--- src/rtl/sega_joy_reader.sv ---
// Dual-port Sega pad scanner: drives pin-7 select, samples both DB9 ports over
// one scan frame and commits active-low {M,X,Y,Z,S,A,C,B,R,L,D,U} words atomically.
//   step | meaning
//   0,1  | select low/high, wake pads
//   2    | sample R,L,D,U,B,C with select high; clear six flag
//   3    | sample S,A (Mega Drive) or buttons 1/2 (Master System)
//   4,5  | third select low; all-zero directions mark a 6-button pad
//   6    | sample M,X,Y,Z if 6-button
//   7    | commit shadows to outputs, pulse frame_valid_o
//   8..  | idle high so 6-button pads time out
module sega_joy_reader #(
  parameter int FRAME_LEN   = 256,
  parameter int SYNC_STAGES = 2
) (
  input  logic        clk_i,
  input  logic        res_n_i,
  input  logic        tick_i,
  input  logic [5:0]  joy1_pins_i,
  input  logic [5:0]  joy2_pins_i,
  output logic        select_o,
  output logic [11:0] joy1_o,
  output logic [11:0] joy2_o,
  output logic        six1_o,
  output logic        six2_o,
  output logic        frame_valid_o
);

  localparam int SW = $clog2(FRAME_LEN);
  localparam logic [SW-1:0] STEP_LAST = SW'(FRAME_LEN - 1);

  logic [11:0]   sync_q [SYNC_STAGES];
  logic [5:0]    pin    [2];
  logic [SW-1:0] step;
  logic [SW-1:0] step_nxt;
  logic          select_nxt;
  logic [11:0]   shadow [2];
  logic [11:0]   joy_q  [2];
  logic [1:0]    pending_six;
  logic [1:0]    six_q;

  always_ff @(posedge clk_i) begin
    if (!res_n_i) begin
      for (int i = 0; i < SYNC_STAGES; i++) sync_q[i] <= '1;
    end else begin
      sync_q[0] <= {joy2_pins_i, joy1_pins_i};
      for (int i = 1; i < SYNC_STAGES; i++) sync_q[i] <= sync_q[i-1];
    end
  end

  assign pin[0] = sync_q[SYNC_STAGES-1][5:0];
  assign pin[1] = sync_q[SYNC_STAGES-1][11:6];

  // Select is low only on even steps up to 6; everything past 7 idles high.
  always_comb begin
    step_nxt   = (step == STEP_LAST) ? '0 : step + SW'(1);
    select_nxt = !((step <= SW'(6)) && !step[0]);
  end

  always_ff @(posedge clk_i) begin
    if (!res_n_i) begin
      step          <= '0;
      select_o      <= 1'b1;
      frame_valid_o <= 1'b0;
      pending_six   <= '0;
      six_q         <= '0;
      for (int p = 0; p < 2; p++) begin
        shadow[p] <= '1;
        joy_q[p]  <= '1;
      end
    end else begin
      frame_valid_o <= 1'b0;
      if (tick_i) begin
        step     <= step_nxt;
        select_o <= select_nxt;
        for (int p = 0; p < 2; p++) begin
          case (step)
            SW'(2): begin
              shadow[p][5:0] <= pin[p];
              pending_six[p] <= 1'b0;
            end
            SW'(3): begin
              if (pin[p][3:2] == 2'b00) shadow[p][7:6] <= pin[p][5:4];
              else                      shadow[p][7:4] <= {2'b11, pin[p][5:4]};
            end
            SW'(5): begin
              if (pin[p][3:0] == 4'h0) pending_six[p] <= 1'b1;
            end
            SW'(6): begin
              shadow[p][11:8] <= pending_six[p] ? pin[p][3:0] : 4'hF;
            end
            SW'(7): begin
              joy_q[p] <= shadow[p];
              six_q[p] <= pending_six[p];
            end
            default: ;
          endcase
        end
        if (step == SW'(7)) frame_valid_o <= 1'b1;
      end
    end
  end

  assign joy1_o = joy_q[0];
  assign joy2_o = joy_q[1];
  assign six1_o = six_q[0];
  assign six2_o = six_q[1];

endmodule

--- config.mk ---
export PLATFORM = sky130hd
export DESIGN_NAME = sega_joy_reader
export DESIGN_NICKNAME = d
export VERILOG_FILES = /design/src/rtl/sega_joy_reader.sv
export SDC_FILE = /design/constraint.sdc
export NUM_CORES = 1
export LEC_CHECK = 0
export CAP_MARGIN = 20
export CORE_UTILIZATION = 54
export CTS_CLUSTER_DIAMETER = 40
export CTS_CLUSTER_SIZE = 8
export DETAILED_ROUTE_END_ITERATION = 6
export PLACE_DENSITY = 0.79
export REMOVE_ABC_BUFFERS = 1
export SLEW_MARGIN = 20
export SYNTH_ARGS = -nofsm -noshare
export SYNTH_HDL_FRONTEND = slang
export SYNTH_SLANG_ARGS = --single-unit
--- constraint.sdc ---
create_clock -name clk_i -period 2.7 [get_ports clk_i]
set_input_delay 0.81 -clock clk_i [delete_from_list [all_inputs] [get_ports clk_i]]
set_output_delay 0.81 -clock clk_i [all_outputs]
set_load 0.01 [all_outputs]
Word-level counts from Yosys, hierarchy flattened

Memories as Yosys holds them, arrays and structs flattened.
Cells that the tools add are included.

$add $sub $neg: 1
Magnitude comparators: 1
Eq/ne operators: 8
Mux-type cells: 55
Bitwise gates (word level): 14
Reduce and logical (&&, ||, !) cells: 11

Operator list:

| cell                                                            | count |
|---|---|
| 2-to-1 mux 12 bit                                               | 4 |
| 2-to-1 mux 1 bit                                                | 36 |
| == test 8 x 3 -> 1 bit (second input constant)                  | 3 |
| == test 8 x 2 -> 1 bit (second input constant)                  | 2 |
| 2-to-1 mux 4 bit                                                | 4 |
| OR 1 bit                                                        | 14 |
| 2-to-1 mux 2 bit                                                | 6 |
| 2-to-1 mux 6 bit                                                | 2 |
| adder 8 x 1 -> 8 bit (second input constant)                    | 1 |
| == test 8 bit (second input constant)                           | 1 |
| less-or-equal comparator 8 x 3 -> 1 bit (second input constant) | 1 |
| zero test 4 bit                                                 | 2 |
| 2-to-1 mux 8 bit                                                | 1 |
| AND reduction 3 bit                                             | 2 |
| zero test 2 bit                                                 | 2 |
| != test 2 bit (second input constant)                           | 2 |
| one-hot mux 1 bit (2 select lines)                              | 2 |
| zero test 1 bit                                                 | 2 |
| AND reduction 2 bit                                             | 1 |
| nonzero test 2 bit                                              | 1 |
| logical AND 1 bit                                               | 1 |

Register bits after elaboration: 14
Bits in writable memories: 72
Bits of input ports: 15
Output and inout port bits: 28
Memories: 3

Memory list:

| name   | depth | bits a word | rd ports | clocked after Yosys merged registers in | write ports | RTL line | text |
|---|---|---|---|---|---|---|---|
| joy_q  | 2     | 12          | 2        | 0                                       | 2           | 37       | `logic [11:0] joy_q [2];` |
| shadow | 2     | 12          | 2        | 0                                       | 2           | 36       | `logic [11:0] shadow [2];` |
| sync_q | 2     | 12          | 2        | 0                                       | 2           | 31       | `logic [11:0] sync_q [SYNC_STAGES];` |

Depth between registers and ports, before layout

An unclocked memory read counts as a cell.

Word-level depth: 9
Gate-level depth with buffers: 6
Mapped depth without buffers: 6

Worst setup path before layout

No wires, ideal clock.

Path kind: input port to flip-flop
Start: in tick_i
End: mem joy_q[0][0] (enable)
Library setup time: 0.381 ns
Data arrival time: 1.635 ns
Required time: 2.319 ns
Slack: 0.684 ns
Stages: 3
Buffers on the path: 0
Path through: and3_1 -> nand2_1 -> nand2_1

RTL lines:

| element         | RTL line | text |
|---|---|---|
| start, declared | 17       | `input logic tick_i,` |
| end, declared   | 37       |  |

==> impl_results.html <==
<table>
<tr><th>Metric</th><th>Value</th></tr>
<tr><th colspan="2">Cells and area</th></tr>
<tr><td>Post-Layout Inst Area</td><td>3999 µm²</td></tr>
<tr><td>Area overhead of the layout relative to synthesis</td><td>23.88%</td></tr>
<tr><td>Number of antenna diodes</td><td>0</td></tr>
<tr><td>Top library cells by usage in the layout, fill and taps aside</td><td>sky130_fd_sc_hd__nand2b_1 (48), sky130_fd_sc_hd__edfxtp_1 (48), sky130_fd_sc_hd__clkdlybuf4s50_1 (42)</td></tr>
<tr><td>Fraction of final layout cells sized beyond drive strength 1</td><td>0.1327</td></tr>
<tr><td>Post-layout nets</td><td>322</td></tr>
<tr><td>Filler-free cell count of the finished design</td><td>381</td></tr>
<tr><th colspan="2">Worst setup path</th></tr>
<tr><td>Worst endpoint required time</td><td>2800 ps</td></tr>
<tr><td>Worst Setup End Kind</td><td>flop</td></tr>
<tr><td>Data arrival time at the worst-slack endpoint</td><td>2370 ps</td></tr>
<tr><td>Startpoint-to-endpoint class of the critical path</td><td>in -&gt; reg</td></tr>
<tr><td>Critical path launch point type</td><td>primary input</td></tr>
<tr><td>Worst path bufs/invs</td><td>3</td></tr>
<tr><td>Critical-path cell list</td><td>clkdlybuf4s50_1 &gt; buf_4 &gt; inv_1 &gt; or3_4 &gt; o21a_1</td></tr>
<tr><td>Cell with the largest stage delay on the worst path</td><td>sky130_fd_sc_hd__clkdlybuf4s50_1</td></tr>
<tr><td>Delay of the slowest critical-path stage</td><td>470 ps</td></tr>
<tr><td>Critical Path Fanout Max</td><td>35</td></tr>
<tr><td>CP top delay family</td><td>buffers and inverters</td></tr>
<tr><th colspan="2">Die</th></tr>
<tr><td>Starting density of the core</td><td>0.5722</td></tr>
<tr><td>Die Width</td><td>79.32 µm</td></tr>
<tr><td>Number of ports placed on the die boundary</td><td>43</td></tr>
<tr><td>Standard cell core area</td><td>5642 µm²</td></tr>
<tr><td>Vertical die dimension</td><td>79.32 µm</td></tr>
<tr><td>Die Footprint</td><td>6291 µm²</td></tr>
<tr><td>Rows</td><td>27</td></tr>
<tr><th colspan="2">Drt</th></tr>
<tr><td>Number of remaining DRC errors</td><td>0</td></tr>
<tr><td>Total wirelength of the detailed-routed design</td><td>4678 µm</td></tr>
<tr><td>DRC marker count from the first detailed-route iteration</td><td>90</td></tr>
<tr><td>Drt via density</td><td>4.919</td></tr>
<tr><td>Via count</td><td>1874</td></tr>
<tr><td>Remaining antenna violation count</td><td>0</td></tr>
<tr><td>First drt pass iteration count</td><td>4</td></tr>
<tr><td>Wire length per cell after detailed routing</td><td>12.28 µm</td></tr>
<tr><th colspan="2">GRT</th></tr>
<tr><td>Overall track demand over capacity in global routing</td><td>0.1730</td></tr>
<tr><td>Largest net degree at the start of global routing</td><td>36</td></tr>
<tr><td>Total gr overflow</td><td>0</td></tr>
<tr><td>Global-route wire length before repair</td><td>7900 µm</td></tr>
<tr><td>Antenna violations before repair</td><td>0</td></tr>
<tr><td>Vias in the first global route</td><td>1672</td></tr>
<tr><th colspan="2">STA</th></tr>
<tr><td>Clock period minus worst slack</td><td>2269 ps</td></tr>
<tr><td>Final period util</td><td>0.8403</td></tr>
<tr><td>Max Transition Viols Final</td><td>0</td></tr>
<tr><td>Worst hold slack</td><td>407.1 ps</td></tr>
<tr><td>Final count of hold timing violations</td><td>0</td></tr>
<tr><td>Max Freq</td><td>440.8 MHz</td></tr>
<tr><td>Relative max-transition margin</td><td>0.6604</td></tr>
<tr><td>Post-route clock skew</td><td>7.457 ps</td></tr>
<tr><td>RSZ-0062 raised after global routing</td><td>false</td></tr>
<tr><td>Post-route worst setup slack</td><td>431.2 ps</td></tr>
<tr><td>Number of endpoints failing setup at the final stage</td><td>0</td></tr>
<tr><td>Worst Max-Slew Pin Slew</td><td>509.4 ps</td></tr>
<tr><td>Post-route setup TNS</td><td>0 ps</td></tr>
<tr><th colspan="2">Clock tree</th></tr>
<tr><td>Root cell of the clock tree</td><td>sky130_fd_sc_hd__clkbuf_8</td></tr>
<tr><td>Clock transition at the registers of the reported paths</td><td>80 ps</td></tr>
<tr><td>Clock tree from TritonCTS</td><td>done</td></tr>
<tr><td>Post-cts resize count</td><td>0</td></tr>
<tr><td>Number of setup buffers added after CTS</td><td>0</td></tr>
<tr><td>Worst-case clock buffer depth</td><td>2</td></tr>
<tr><td>Total CTS buffers</td><td>9</td></tr>
<tr><td>Clock latency on the worst-skew pair</td><td>340 ps</td></tr>
<tr><td>Count of clock tree sinks</td><td>86</td></tr>
<tr><td>Hold_buf cts</td><td>0</td></tr>
<tr><td>H-tree depth</td><td>3</td></tr>
<tr><th colspan="2">Synthesis</th></tr>
<tr><td>Area fraction in compound gates after synthesis</td><td>0.05891</td></tr>
<tr><td>Top_reg_cell synth</td><td>sky130_fd_sc_hd__edfxtp_1</td></tr>
<tr><td>Post-Syn Area</td><td>3228 µm²</td></tr>
<tr><td>Yosys warning total</td><td>0</td></tr>
<tr><td>Share of synthesized area spent on multiplexers</td><td>0.003488</td></tr>
<tr><td>Fraction of the yosys area taken by sequential cells</td><td>0.6822</td></tr>
<tr><td>Combinational family with the most area after synthesis</td><td>simple AND/OR/NAND/NOR gates</td></tr>
<tr><td>#FFs+latches synth</td><td>86</td></tr>
<tr><td>Xor/xnor share of the synthesized area</td><td>0.01628</td></tr>
<tr><td>Share of flip-flops with an asynchronous set or reset after synthesis</td><td>0</td></tr>
<tr><td>Post-Syn Area per Cell</td><td>13.12 µm²</td></tr>
<tr><td>Post-synthesis cell type with the largest combined area</td><td>sky130_fd_sc_hd__edfxtp_1</td></tr>
<tr><td>Count of different cell masters after synthesis</td><td>42</td></tr>
<tr><td>Cell types with the largest area share after synthesis</td><td>sky130_fd_sc_hd__edfxtp_1 (45%), sky130_fd_sc_hd__dfxtp_1 (24%), sky130_fd_sc_hd__nand2b_1 (9.3%)</td></tr>
<tr><td>Simple-gate share of the synthesized area</td><td>0.2035</td></tr>
<tr><td>Count of flip-flops with a built-in enable after synthesis</td><td>48</td></tr>
<tr><td>Gate count after technology mapping</td><td>246</td></tr>
<tr><td>Proportion of netlist area held by the largest area contributor</td><td>0.4465</td></tr>
<tr><td>Synthesized-area fraction occupied by adder cells</td><td>0.01163</td></tr>
<tr><th colspan="2">Place</th></tr>
<tr><td>Final weighted congestion of routability-driven global placement</td><td>0.8925</td></tr>
<tr><td>IO buf count</td><td>42</td></tr>
<tr><td>Worst setup timing slack at the placement stage</td><td>64.63 ps</td></tr>
<tr><td>Number of cells in the design after placement</td><td>365</td></tr>
<tr><td>Cell area after placement</td><td>3817 µm²</td></tr>
<tr><td>DPL Wire Length</td><td>3258 µm</td></tr>
<tr><th colspan="2">Pwr</th></tr>
<tr><td>Highest ir drop seen on vdd</td><td>350.4 µV</td></tr>
<tr><td>Power per unit of standard cell area</td><td>587.8 nW/µm²</td></tr>
<tr><td>Leakage power figure</td><td>1.258 nW</td></tr>
<tr><th colspan="2">Min path</th></tr>
<tr><td>Type of the most critical hold path</td><td>reg -&gt; reg</td></tr>
<tr><th colspan="2">Status</th></tr>
<tr><td>Status</td><td>completed</td></tr>
<tr><th colspan="2">Job</th></tr>
<tr><td>Max capacitance violation total</td><td>0</td></tr>
</table>
## through the flow
step / total power [mW] / utilization
3_3_place_gp: 1.568 / 0.6766
5_1_grt: 2.443 / 0.7088
2_1_floorplan: 1.505 / -
4_1_cts: 2.375 / 0.7088
6_report: 2.351 / 0.7088
3_5_place_dp: 1.571 / 0.6766
## sequential cells by signal, indices dropped and copies added, names as in the netlist
signal / cells
joy_q: 24
shadow: 24
sync_q: 24
step: 8
pending_six: 2
six_q: 2
frame_valid_o: 1
select_o: 1
## final cells by class
| class | instances | area, µm² |
|---|---|---|
| flip-flops and latches | 86 | 2202 |
| fillers | 420 | 1643 |
| multi-input cells | 145 | 948.4 |
| repair buffers | 57 | 558.0 |
| clock buffers | 13 | 162.7 |
| well taps | 72 | 90.09 |
| clock inverters | 3 | 18.77 |
| inverters | 5 | 18.77 |
## report_power, final
| group | total, mW | internal, mW | leakage (nW) | switching, mW |
|---|---|---|---|---|
| logic | 0.119 | 0.0626 | 0.514 | 0.0561 |
| registers | 1.42 | 1.41 | 0.651 | 0.0151 |
| clock network | 0.810 | 0.395 | 0.0934 | 0.416 |
## Yosys cell counts (2+ instances only)
cell type                  number
sky130_fd_sc_hd__or2b_1         2
sky130_fd_sc_hd__buf_6          2
sky130_fd_sc_hd__dfxtp_1       38
sky130_fd_sc_hd__nor2_1        13
sky130_fd_sc_hd__buf_2          4
sky130_fd_sc_hd__nand4_1        6
sky130_fd_sc_hd__or2_2          3
sky130_fd_sc_hd__clkbuf_1       3
sky130_fd_sc_hd__nand2_1       10
sky130_fd_sc_hd__nor3_1         2
sky130_fd_sc_hd__xor2_1         3
sky130_fd_sc_hd__ha_1           3
sky130_fd_sc_hd__xnor2_1        3
sky130_fd_sc_hd__edfxtp_1      48
sky130_fd_sc_hd__o21bai_1       2
sky130_fd_sc_hd__a32o_1         2
sky130_fd_sc_hd__inv_1          5
sky130_fd_sc_hd__o21ai_0        7
sky130_fd_sc_hd__or2_1          8
sky130_fd_sc_hd__nand2b_1      48
sky130_fd_sc_hd__nor2b_1        2
sky130_fd_sc_hd__o21a_1         9
sky130_fd_sc_hd__or3_1          4
## final timing paths
path	slack, ps	startpoint	cells after the start	to
max	430	res_n_i	5	shadow[1][11]
min	410	sync_q[0][2]	1	sync_q[0][14]
min reg2reg	410	sync_q[0][2]	1	sync_q[0][14]
max reg2reg	790	step[1]	5	shadow[0][7]
## layer usage
layer	part of all wire	up-vias	GRT usage
met1	0.46	843	0.2119
met2	0.48	50	0.2716
li1	-	969	-
met5	0	-	0
met3	0.035	12	0.04138
met4	0.027	0	0.1164
## kinds of logic after synthesis
| kind of cell | after synthesis |
|---|---|
| AO/OA/AOI/OAI | 26 |
| XOR/XNOR | 6 |
| adder cells (fa/ha/maj) | 3 |
| buffers and inverters | 15 |
| flip-flops | 86 |
| multiplexers | 1 |
| AND/OR/NAND/NOR | 109 |
No activity file was read; power rests on OpenSTA's default activity.
